===== config.mk =====
export PLATFORM = sky130hd
export DESIGN_NAME = alu_iter
export DESIGN_NICKNAME = d
export VERILOG_FILES = /design/src/rtl/alu_iter.sv
export SDC_FILE = /design/constraint.sdc
export NUM_CORES = 1
export LEC_CHECK = 0
export CAP_MARGIN = 20
export CORE_MARGIN = 2
export CORE_UTILIZATION = 55
export CTS_CLUSTER_SIZE = 28
export DETAILED_ROUTE_END_ITERATION = 6
export GPL_ROUTABILITY_DRIVEN = 0
export GPL_TIMING_DRIVEN = 0
export MAX_ROUTING_LAYER = met4
export PLACE_DENSITY = 0.77
export SLEW_MARGIN = 15
export SYNTH_ARGS = -nofsm -noshare
export SYNTH_HDL_FRONTEND = slang
export SYNTH_SLANG_ARGS = --single-unit

===== constraint.sdc =====
create_clock -name clk -period 3.4 [get_ports clk]
set_input_delay 0.68 -clock clk [delete_from_list [all_inputs] [get_ports clk]]
set_output_delay 0.68 -clock clk [all_outputs]
set_load 0.02 [all_outputs]

===== src/rtl/alu_iter.sv =====
// Iterative RV32I integer ALU: one request at a time, valid/ready handshake on both sides.
// Define ALU_FAST_SHIFT_EN for a single-cycle barrel shifter; otherwise shifts go one bit per cycle.
module alu_iter #(
  parameter int XLEN = 32
) (
  input  logic            clk,
  input  logic            rst_n,
  input  logic            req_valid,
  output logic            req_ready,
  input  logic [XLEN-1:0] a,
  input  logic [XLEN-1:0] b,
  input  logic [2:0]      funct3,
  input  logic [6:0]      funct7,
  input  logic            op_imm,
  output logic            rsp_valid,
  input  logic            rsp_ready,
  output logic [XLEN-1:0] res1,
  output logic            eq,
  output logic            ge,
  output logic            less,
  output logic            ge_u,
  output logic            less_u
);

  typedef enum logic [1:0] {
    IDLE = 2'd0,
    BUSY = 2'd1,
    DONE = 2'd2
  } state_t;

  state_t          state;
  state_t          state_nxt;
  logic [XLEN-1:0] a_q;
  logic [XLEN-1:0] b_q;
  logic [2:0]      f3_q;
  logic            alt_q;
  logic            imm_q;
  logic [4:0]      cnt;
  logic [4:0]      cnt_load;
  logic            accept;
  logic            finish;
  logic            lt_s;
  logic            lt_u;
  logic [XLEN-1:0] result;
  logic            unused_f7;

  assign req_ready = (state == IDLE);
  assign rsp_valid = (state == DONE);
  assign accept    = (state == IDLE) && req_valid;
  assign finish    = (state == BUSY) && (cnt == '0);
  assign lt_s      = $signed(a_q) < $signed(b_q);
  assign lt_u      = a_q < b_q;
  assign unused_f7 = ^{funct7[6], funct7[4:0]};

`ifdef ALU_FAST_SHIFT_EN
  logic signed [XLEN-1:0] sra_fast;
  logic        [XLEN-1:0] shift_res;

  // Arithmetic shift kept in its own signed net so the ternary's unsigned context cannot turn it logical
  assign sra_fast  = $signed(a_q) >>> b_q[4:0];
  assign shift_res = f3_q[2] ? (alt_q ? sra_fast : (a_q >> b_q[4:0])) : (a_q << b_q[4:0]);
  assign cnt_load  = '0;
`else
  logic [XLEN-1:0] work;
  logic [XLEN-1:0] shift_res;

  assign shift_res = work;
  assign cnt_load  = (funct3[1:0] == 2'b01) ? b[4:0] : '0;
`endif

  always_ff @(posedge clk or negedge rst_n) begin
    if (!rst_n) begin
      state <= IDLE;
    end else begin
      state <= state_nxt;
    end
  end

  always_comb begin
    state_nxt = state;
    unique case (state)
      IDLE:    if (req_valid)   state_nxt = BUSY;
      BUSY:    if (cnt == '0)   state_nxt = DONE;
      DONE:    if (rsp_ready)   state_nxt = IDLE;
      default:                  state_nxt = IDLE;
    endcase
  end

  always_ff @(posedge clk or negedge rst_n) begin
    if (!rst_n) begin
      a_q   <= '0;
      b_q   <= '0;
      f3_q  <= '0;
      alt_q <= 1'b0;
      imm_q <= 1'b0;
      cnt   <= '0;
`ifndef ALU_FAST_SHIFT_EN
      work  <= '0;
`endif
    end else if (accept) begin
      a_q   <= a;
      b_q   <= b;
      f3_q  <= funct3;
      alt_q <= funct7[5];
      imm_q <= op_imm;
      cnt   <= cnt_load;
`ifndef ALU_FAST_SHIFT_EN
      work  <= a;
    end else if ((state == BUSY) && (cnt != '0)) begin
      // funct3[2] separates right shifts (101) from the left shift (001)
      cnt  <= cnt - 5'd1;
      work <= f3_q[2] ? {alt_q & work[XLEN-1], work[XLEN-1:1]} : {work[XLEN-2:0], 1'b0};
`endif
    end
  end

  always_comb begin
    result = '0;
    unique case (f3_q)
      3'b000:         result = (alt_q && !imm_q) ? (a_q - b_q) : (a_q + b_q);
      3'b001, 3'b101: result = shift_res;
      3'b010:         result = {{(XLEN-1){1'b0}}, lt_s};
      3'b011:         result = {{(XLEN-1){1'b0}}, lt_u};
      3'b100:         result = a_q ^ b_q;
      3'b110:         result = a_q | b_q;
      3'b111:         result = a_q & b_q;
      default:        result = '0;
    endcase
  end

  always_ff @(posedge clk or negedge rst_n) begin
    if (!rst_n) begin
      res1   <= '0;
      eq     <= 1'b0;
      ge     <= 1'b0;
      less   <= 1'b0;
      ge_u   <= 1'b0;
      less_u <= 1'b0;
    end else if (finish) begin
      res1   <= result;
      eq     <= (a_q == b_q);
      ge     <= !lt_s;
      less   <= lt_s;
      ge_u   <= !lt_u;
      less_u <= lt_u;
    end
  end

endmodule


# After elaboration in Yosys (flattened, before gate mapping)
# Cells that the tools add are included.
[classes] addsub=3 mul=0 div=0 n_lt_le_gt_ge=2 eq_ne=14 shifts=0 n_mux=12 bitwise=4 n_reduce_logical=14
[ops] operator="$pmux 32 s7" count=1
[ops] operator="$mux 32" count=4
[ops] operator="$lt 32x32->1" count=2
[ops] operator="$add 32x32->32" count=1
[ops] operator="$and 32x32->32" count=1
[ops] operator="$eq 32x32->1" count=1
[ops] operator="$or 32x32->32" count=1
[ops] operator="$sub 32x32->32" count=1
[ops] operator="$xor 32x32->32" count=1
[ops] operator="$mux 5" count=3
[ops] operator="$eq 3x3->1 const B" count=4
[ops] operator="$eq 3x2->1 const B" count=2
[ops] operator="$mux 2" count=3
[ops] operator="$pmux 2 s3" count=1
[ops] operator="$logic_not 5->1" count=1
[ops] operator="$reduce_bool 5->1" count=1
[ops] operator="$sub 5x1->5 const B" count=1
[ops] operator="$eq 2x1->1 const B" count=2
[ops] operator="$logic_and 1x1->1" count=4
[ops] operator="$ne 2x2->1 const B" count=2
[ops] operator="$eq 3x1->1 const B" count=1
[ops] operator="$logic_not 1->1" count=3
[ops] operator="$logic_not 3->1" count=1
[ops] operator="$reduce_and 3->1" count=1
[ops] operator="6 further kinds" count=6
[totals] ff_bits=145 latchBits=0 ram_bits=0 mem_bits_ro=0 input_bits=79 out_inout_bits=39 word_cells=63 mem_count=0

# Logic depth before layout (Yosys ltp)
[depth] ltp_word=4 ltp_mapped=13 mapped_depth_nobuf=13

# Least setup slack after synthesis
# OpenSTA, ideal clock, no wires.
[synth_timing] path_kind="register to register" start="register b_q[0]" end="register res1[30]" arrival_ns=2.598 required_time_ns=3.331 setup_slack_ns=0.733 stages_incl_launch_ff=12 path_buffers=0 synth_period_minus_slack_ns=2.667 cell_sequence="dfrtp_1 ha_1 fa_1 a21oi_1 o22ai_1 o21a_1 a41oi_2 o211ai_2 a21oi_1 o311ai_1 a2111o_1 nand3_1"
[synth_between] elab_chain_len=3
[synth_rtl] element="start, declared" line_no="34" source="logic [XLEN-1:0] b_q;"
[synth_rtl] element="start signal, assigned" line_no="92" source="b_q <= '0;"
[synth_rtl] element="start signal, assigned" line_no="102" source="b_q <= b;"
[synth_rtl] element="$add 32x32->32 or $sub 32x32->32 (tied branches)" line_no="120" source="3'b000: result = (alt_q && !imm_q) ? (a_q - b_q) : (a_q + b_q);"
[synth_rtl] element="$mux 32 (*)" line_no="120"
[synth_rtl] element="$pmux 32 s7 (*)" line_no="119" source="unique case (f3_q)"
[synth_rtl] element="end signal, assigned" line_no="140" source="res1 <= result;"
[synth_rtl] element="end, declared" line_no="17" source="output logic [XLEN-1:0] res1,"
# Every way passes the cells marked *; elsewhere a longest branch is shown, timed or not.
# A chain may end at the register's enable or synchronous reset.

# Final worst setup path
[layout_timing] start="register b_q[0]" end="register res1[20]"
# Same word-level chain as after synthesis.

==> impl_metrics.tcl <==
set metrics [dict create \
    status "complete, but fails checks" \
    violations "DRC" \
    synth-edff-count 0 \
    arrival_ns 3.66 \
    synth_area_sq_mm 0.0110 \
    die_area_sq_mm 0.0211 \
    clk_pin_slew_worst_paths_ns 0.06 \
    hold_path.class "in2async" \
    timing_worst_slew_pin_value_ns 0.989 \
    cts-htree-levels 4 \
    placed_cells_incl_taps 1732 \
    rsz0062_at_grt "no" \
    grt_antenna_before_repair 1 \
    design_area_sq_mm 0.0131 \
    ys_types 79 \
    place_area_sq_mm 0.0125 \
    wl_per_cell_microns 22.1 \
    hold_viol 0 \
    cts.path.max_buffers 2 \
    clock_sinks 145 \
    syn_avg_cell_area_sq_um 8.12 \
    critPathMaxFanout 5 \
    slew_viol_final 0 \
    layout-drive-gt1-share 0.0540 \
    synth_largest_area_cell "dfrtp_1" \
    grt_max_degree 84 \
    cts_tree "done" \
    yosys-top-cells-area "dfrtp_1, ha_1, o21ai_0" \
    fillCellCount 1681 \
    layout_common_cells "o21ai_0, nand2_1, dfrtp_1" \
    routed_via_density 6.39 \
    path_class "reg2reg" \
    cts_root_buffer "clkbuf_16" \
    ys_ff_latch 145 \
    die_h_microns 145 \
    ys_seq_area_frac 0.330 \
    boundaryPins 118 \
    route.detailed.drc 5 \
    grt_use_total 0.376 \
    utilization 0.672 \
    grt_pass1_wl_mm 60.4 \
    fmax_mhz 299 \
    ys_async_sr_fraction 1.00 \
    crit_required_ns 3.71 \
    layout_commonest_cell "o21ai_0" \
    relSlewSlack 0.341 \
    yosysWarnings 0 \
    finalSetupViolCount 0 \
    first_pass_iters 7 \
    fin_crit_sh 0.984 \
    finalNonFillerCells 1766 \
    gr-total-overflow 0 \
    ant_nets 0 \
    synthFlopType "dfrtp_1" \
    start_util 0.563 \
    first_global_vias 10885 \
    start_kind "flop" \
    drv_cap 0 \
    drt-initial-drc-count 1679 \
    syn_inst 1354 \
    hpwl_mm 28.4 \
    wirelength_mm 39.0 \
    hold_buffers 0 \
    io_buffers 111 \
    endpoint_kind "flop" \
    worstSkewPairLatency_ns 0.45 \
    synthToLayoutAreaGrowth_pct 19.4 \
    die_w_microns 145 \
    cts_buffers 17 \
    syn_nets 1533 \
    nets 1666 \
    synth.top_cell.area_share 0.330 \
    design.core.area_sq_mm 0.0195 \
    row_count 51 \
    fin_skew_ns 0.0132 \
    min_period_ns 3.35 \
    routed-via-count 11293 \
]
[per-layer routing]
layer | global-route usage | vias to the layer above | routed length (microns)
met1 | 0.484 | 5267 | 15500
met3 | 0.103 | 189 | 4680
met4 | 0.189 | 0 | 2390
li1 | - | 5039 | -
met2 | 0.546 | 798 | 16400
met5 | - | - | 0
[critical path, cell delays in order, from the launching register on]
cell and delay, ns:
dfrtp_1 0.41, ha_1 0.25, fa_1 0.40, a21oi_1 0.27
o22ai_1 0.19, o21a_1 0.26, a41oi_2 0.33, o211ai_2 0.19
and2_1 0.19, or3_1 0.36, a31oi_4 0.27, o21ai_1 0.08
[registers in the layout, summed over array words and instances, names as in the netlist]
signal / cells
alt_q: 1
cnt: 5
eq: 1
less: 1
less_u: 1
res1: 32
a_q: 32
imm_q: 1
shift_res: 32
ge: 1
b_q: 32
f3_q: 3
state: 2
ge_u: 1
[metrics by stage]
stage	setup TNS [ns]	setup WS, ns	hold WS (ns)
3_3_place_gp	-613.71	-4.25	0.460
2_1_floorplan	0	0.733	0.384
5_1_grt	0	0.0110	0.202
6_report	0	0.0549	0.150
3_5_place_dp	0	0.0752	0.469
4_1_cts	0	0.114	0.194
[repair_timing]
action,4_1_cts,5_1_grt
pin swaps,0,1
endpoints found under the hold margin,0,0
gates cloned,0,0
gates resized for setup,1,5
setup endpoints to repair,1,2
buffers inserted,0,1
[layout make-up]
type / instances / area (sq um) / share of cell area
Multi-Input combinational cell: 1009 / 6620 / 0.504
Tap cell: 265 / 332 / 0.0253
Timing Repair Buffer: 114 / 1160 / 0.0883
Clock inverter: 12 / 156 / 0.0119
Antenna cell: 1 / 2.50 / 0.000191
Sequential cell: 145 / 3630 / 0.276
Inverter: 111 / 417 / 0.0317
Clock buffer: 20 / 447 / 0.0340
Buffer: 89 / 367 / 0.0279
[cell families after synthesis]
logic type	Yosys count	synth area share
AO/OA/AOI/OAI	463	0.268
AND/OR/NAND/NOR	368	0.148
buffers and inverters	200	0.0712
flip-flops	145	0.330
adder cells (fa/ha/maj)	100	0.115
multiplexers	49	0.0451
XOR/XNOR	29	0.0231
[final timing paths]
| check | startpoint | endpoint | slack (ns) | cells after the start |
|---|---|---|---|---|
| worst min register to register | res1[11] | res1[11] | 0.49 | 2 |
| min in group clk | res1[11] | res1[11] | 0.49 | 2 |
| max in group asynchronous | rst_n | b_q[29] | 2.46 | 2 |
| worst min-delay path | rst_n | a_q[8] | 0.15 | 1 |
| worst max register to register | b_q[0] | res1[20] | 0.05 | 11 |
| worst max-delay path | b_q[0] | res1[20] | 0.05 | 11 |
[synthesized netlist by cell type, drive strengths merged, types with 5 or more instances]
library cell  number
o21ai            210
nand2            176
dfrtp            145
inv              110
ha                98
a21oi             79
nor2              79
clkbuf            64
mux2i             45
nand3             27
buf               25
xnor2             25
nor3              22
a221oi            17
a31oi             17
a22oi             14
nor2b             12
o211ai            12
o21a              12
o31ai             12
a22o              11
nor4              11
and2               8
nand2b             8
o21bai             8
o2111ai            6
o22ai              6
a21o               5
a222oi             5
or2                5
or4                5
Power is not shown: default switching activity piles up to over one toggle a cycle in this logic, so the estimate is an artifact.
==> variant (config.mk and constraints unchanged) <==
Encoding of `state_t`: now one-hot (3 bits for 3 states).
--- a/src/rtl/alu_iter.sv
+++ b/src/rtl/alu_iter.sv
@@ -22,10 +22,10 @@
   output logic            less_u
 );
 
-  typedef enum logic [1:0] {
-    IDLE = 2'd0,
-    BUSY = 2'd1,
-    DONE = 2'd2
+  typedef enum logic [2:0] {
+    IDLE = 3'b001,
+    BUSY = 3'b010,
+    DONE = 3'b100
   } state_t;
 
   state_t          state;
Function: same outputs for any inputs over 4 cycles, from zero or initial values and one cycle with rst_n low; so few cycles prove little.
==> variant against the unedited design <==
The flow still finishes with violations (design-rule violations); clock skew fell by 0.0038 ns; setup slack got worse by 0.031 ns; critical path depth rose by 1; sequential cell count rose by 1; cell area rose by 0.14%; area after synthesis fell by 1.1%; largest cell class unchanged; wire length fell by 2.0%.
Power is not shown: default switching activity piles up to over one toggle a cycle in this logic, so the estimate is an artifact.
==> variant: results (changes against the unedited design) <==
metric,value,unit,change
fin_worst_skew,0.009414,ns,-0.003795 ns
grt_pass1_wl,58880,um,-2.4%
hpwl,27310,um,-3.7%
vias_per_cell,6.365,,-0.47%
reg2reg_slack,0.02,ns,-0.03 ns
violations,design-rule violations,,
synthFlopType,dfrtp_1,,
antennaDiodeCount,0,,-1
grt_start_max_net_pins,96,,+14%
antenna_found_initial,0,,-1
pre_cts_ws,-0.2715,ns,-0.3468 ns
num-fill-cells,1642,,-2.3%
arrival,3.67,ns,about the same
drc_errors,2,,-3
cts_root_buf,clkbuf_16,,
synth_fp_nets,1525,,-0.52%
drive_above_1_share,0.05090,,-0.003096
drt-initial-drc-count,1799,,+7.1%
ant_nets,0,,unchanged
drt_wl_total,38210,um,-2.0%
synth_commonest_cells,"204 x o21ai_0, 175 x nand2_1, 145 x dfrtp_1",,
nets,1660,,-0.36%
period_share,0.9930,,+0.009170
ys_seq_area_frac,0.3361,,+0.006062
ys_top_cells_by_area,"dfrtp_1 33%, ha_1 11%, o21ai_0 9.4%, nand2_1 6.0%, a21oi_1 4.3%",,
status,finished with violations,,
cts_buffers,17,,unchanged
grtUsageTotal,0.3824,,+0.006430
crit_fanout,10,,+5
slew_headroom,0.3271,,-0.01388
variant: worst paths after layout:
check / startpoint / to / depth (start not counted)
setup / recovery: b_q[9] / res1[26] / 12
hold / removal: rst_n / b_q[12] / 1
setup reg to reg: b_q[9] / res1[26] / 12
hold reg to reg: res1[7] / res1[7] / 2
max in group asynchronous: rst_n / f3_q[0] / 2
min in group clk: res1[7] / res1[7] / 2
variant: critical path, cell delays in order (launching register included):
cell and delay [ns]:
dfrtp_1 0.39, inv_1 0.12, ha_1 0.25, clkbuf_1 0.22, a41o_1 0.27, a221o_1 0.41, a31oi_4 0.26, o31ai_4 0.14
a31oi_4 0.25, o22ai_1 0.14, xor2_1 0.18, a222oi_1 0.51, o21ai_1 0.10
variant: repair_timing:
item / CTS / global route
hold endpoints to repair: 0 / 0
setup endpoints to repair: 7 / 18
hold buffers: 0 / 0
gates resized for setup: 8 / 29
pin swaps: 4 / 10
setup buffers: 1 / 3
variant: final cells by class:
cell class | count | area (um2) | area share
Timing Repair Buffer | 117 | 1179 | 0.08965
Tap cell | 265 | 331.6 | 0.02522
Inverter | 106 | 397.9 | 0.03027
Buffer | 90 | 350.3 | 0.02665
Clock buffer | 22 | 474.2 | 0.03607
Sequential cell | 146 | 3655 | 0.2780
Clock inverter | 10 | 123.9 | 0.009422
Multi-Input combinational cell | 1002 | 6635 | 0.5047
variant: cell families (layout without fill, tap and decap cells):
family,after synthesis,after routing,synth area share
XOR/XNOR,29,29,0.02336
adder cells (fa/ha/maj),101,101,0.1176
buffers and inverters,197,345,0.06892
multiplexers,40,40,0.03728
AND/OR/NAND/NOR,359,359,0.1443
flip-flops,146,146,0.3361
AO/OA/AOI/OAI,473,473,0.2725
variant: per-stage QoR:
| stage | hold slack, ns | instance area (um2) | cells | TNS [ns] |
|---|---|---|---|---|
| global route | 0.1819 | 13150 | 1758 | -0.1529 |
| floorplan | 0.3844 | 10870 | 1345 | 0 |
| CTS | 0.1654 | 13000 | 1756 | 0 |
| finish | 0.1492 | 13150 | 1758 | 0 |
| detailed placement | 0.4694 | 12350 | 1723 | -0.6485 |
| global placement | 0.4611 | 12320 | 1721 | -633.16 |
variant: per-layer routing:
metal / wire length [um] / GRT usage
met1: 14930 / 0.4868
met5: 0 / -
met4: 2275 / 0.1983
met2: 16330 / 0.5675
met3: 4674 / 0.09272
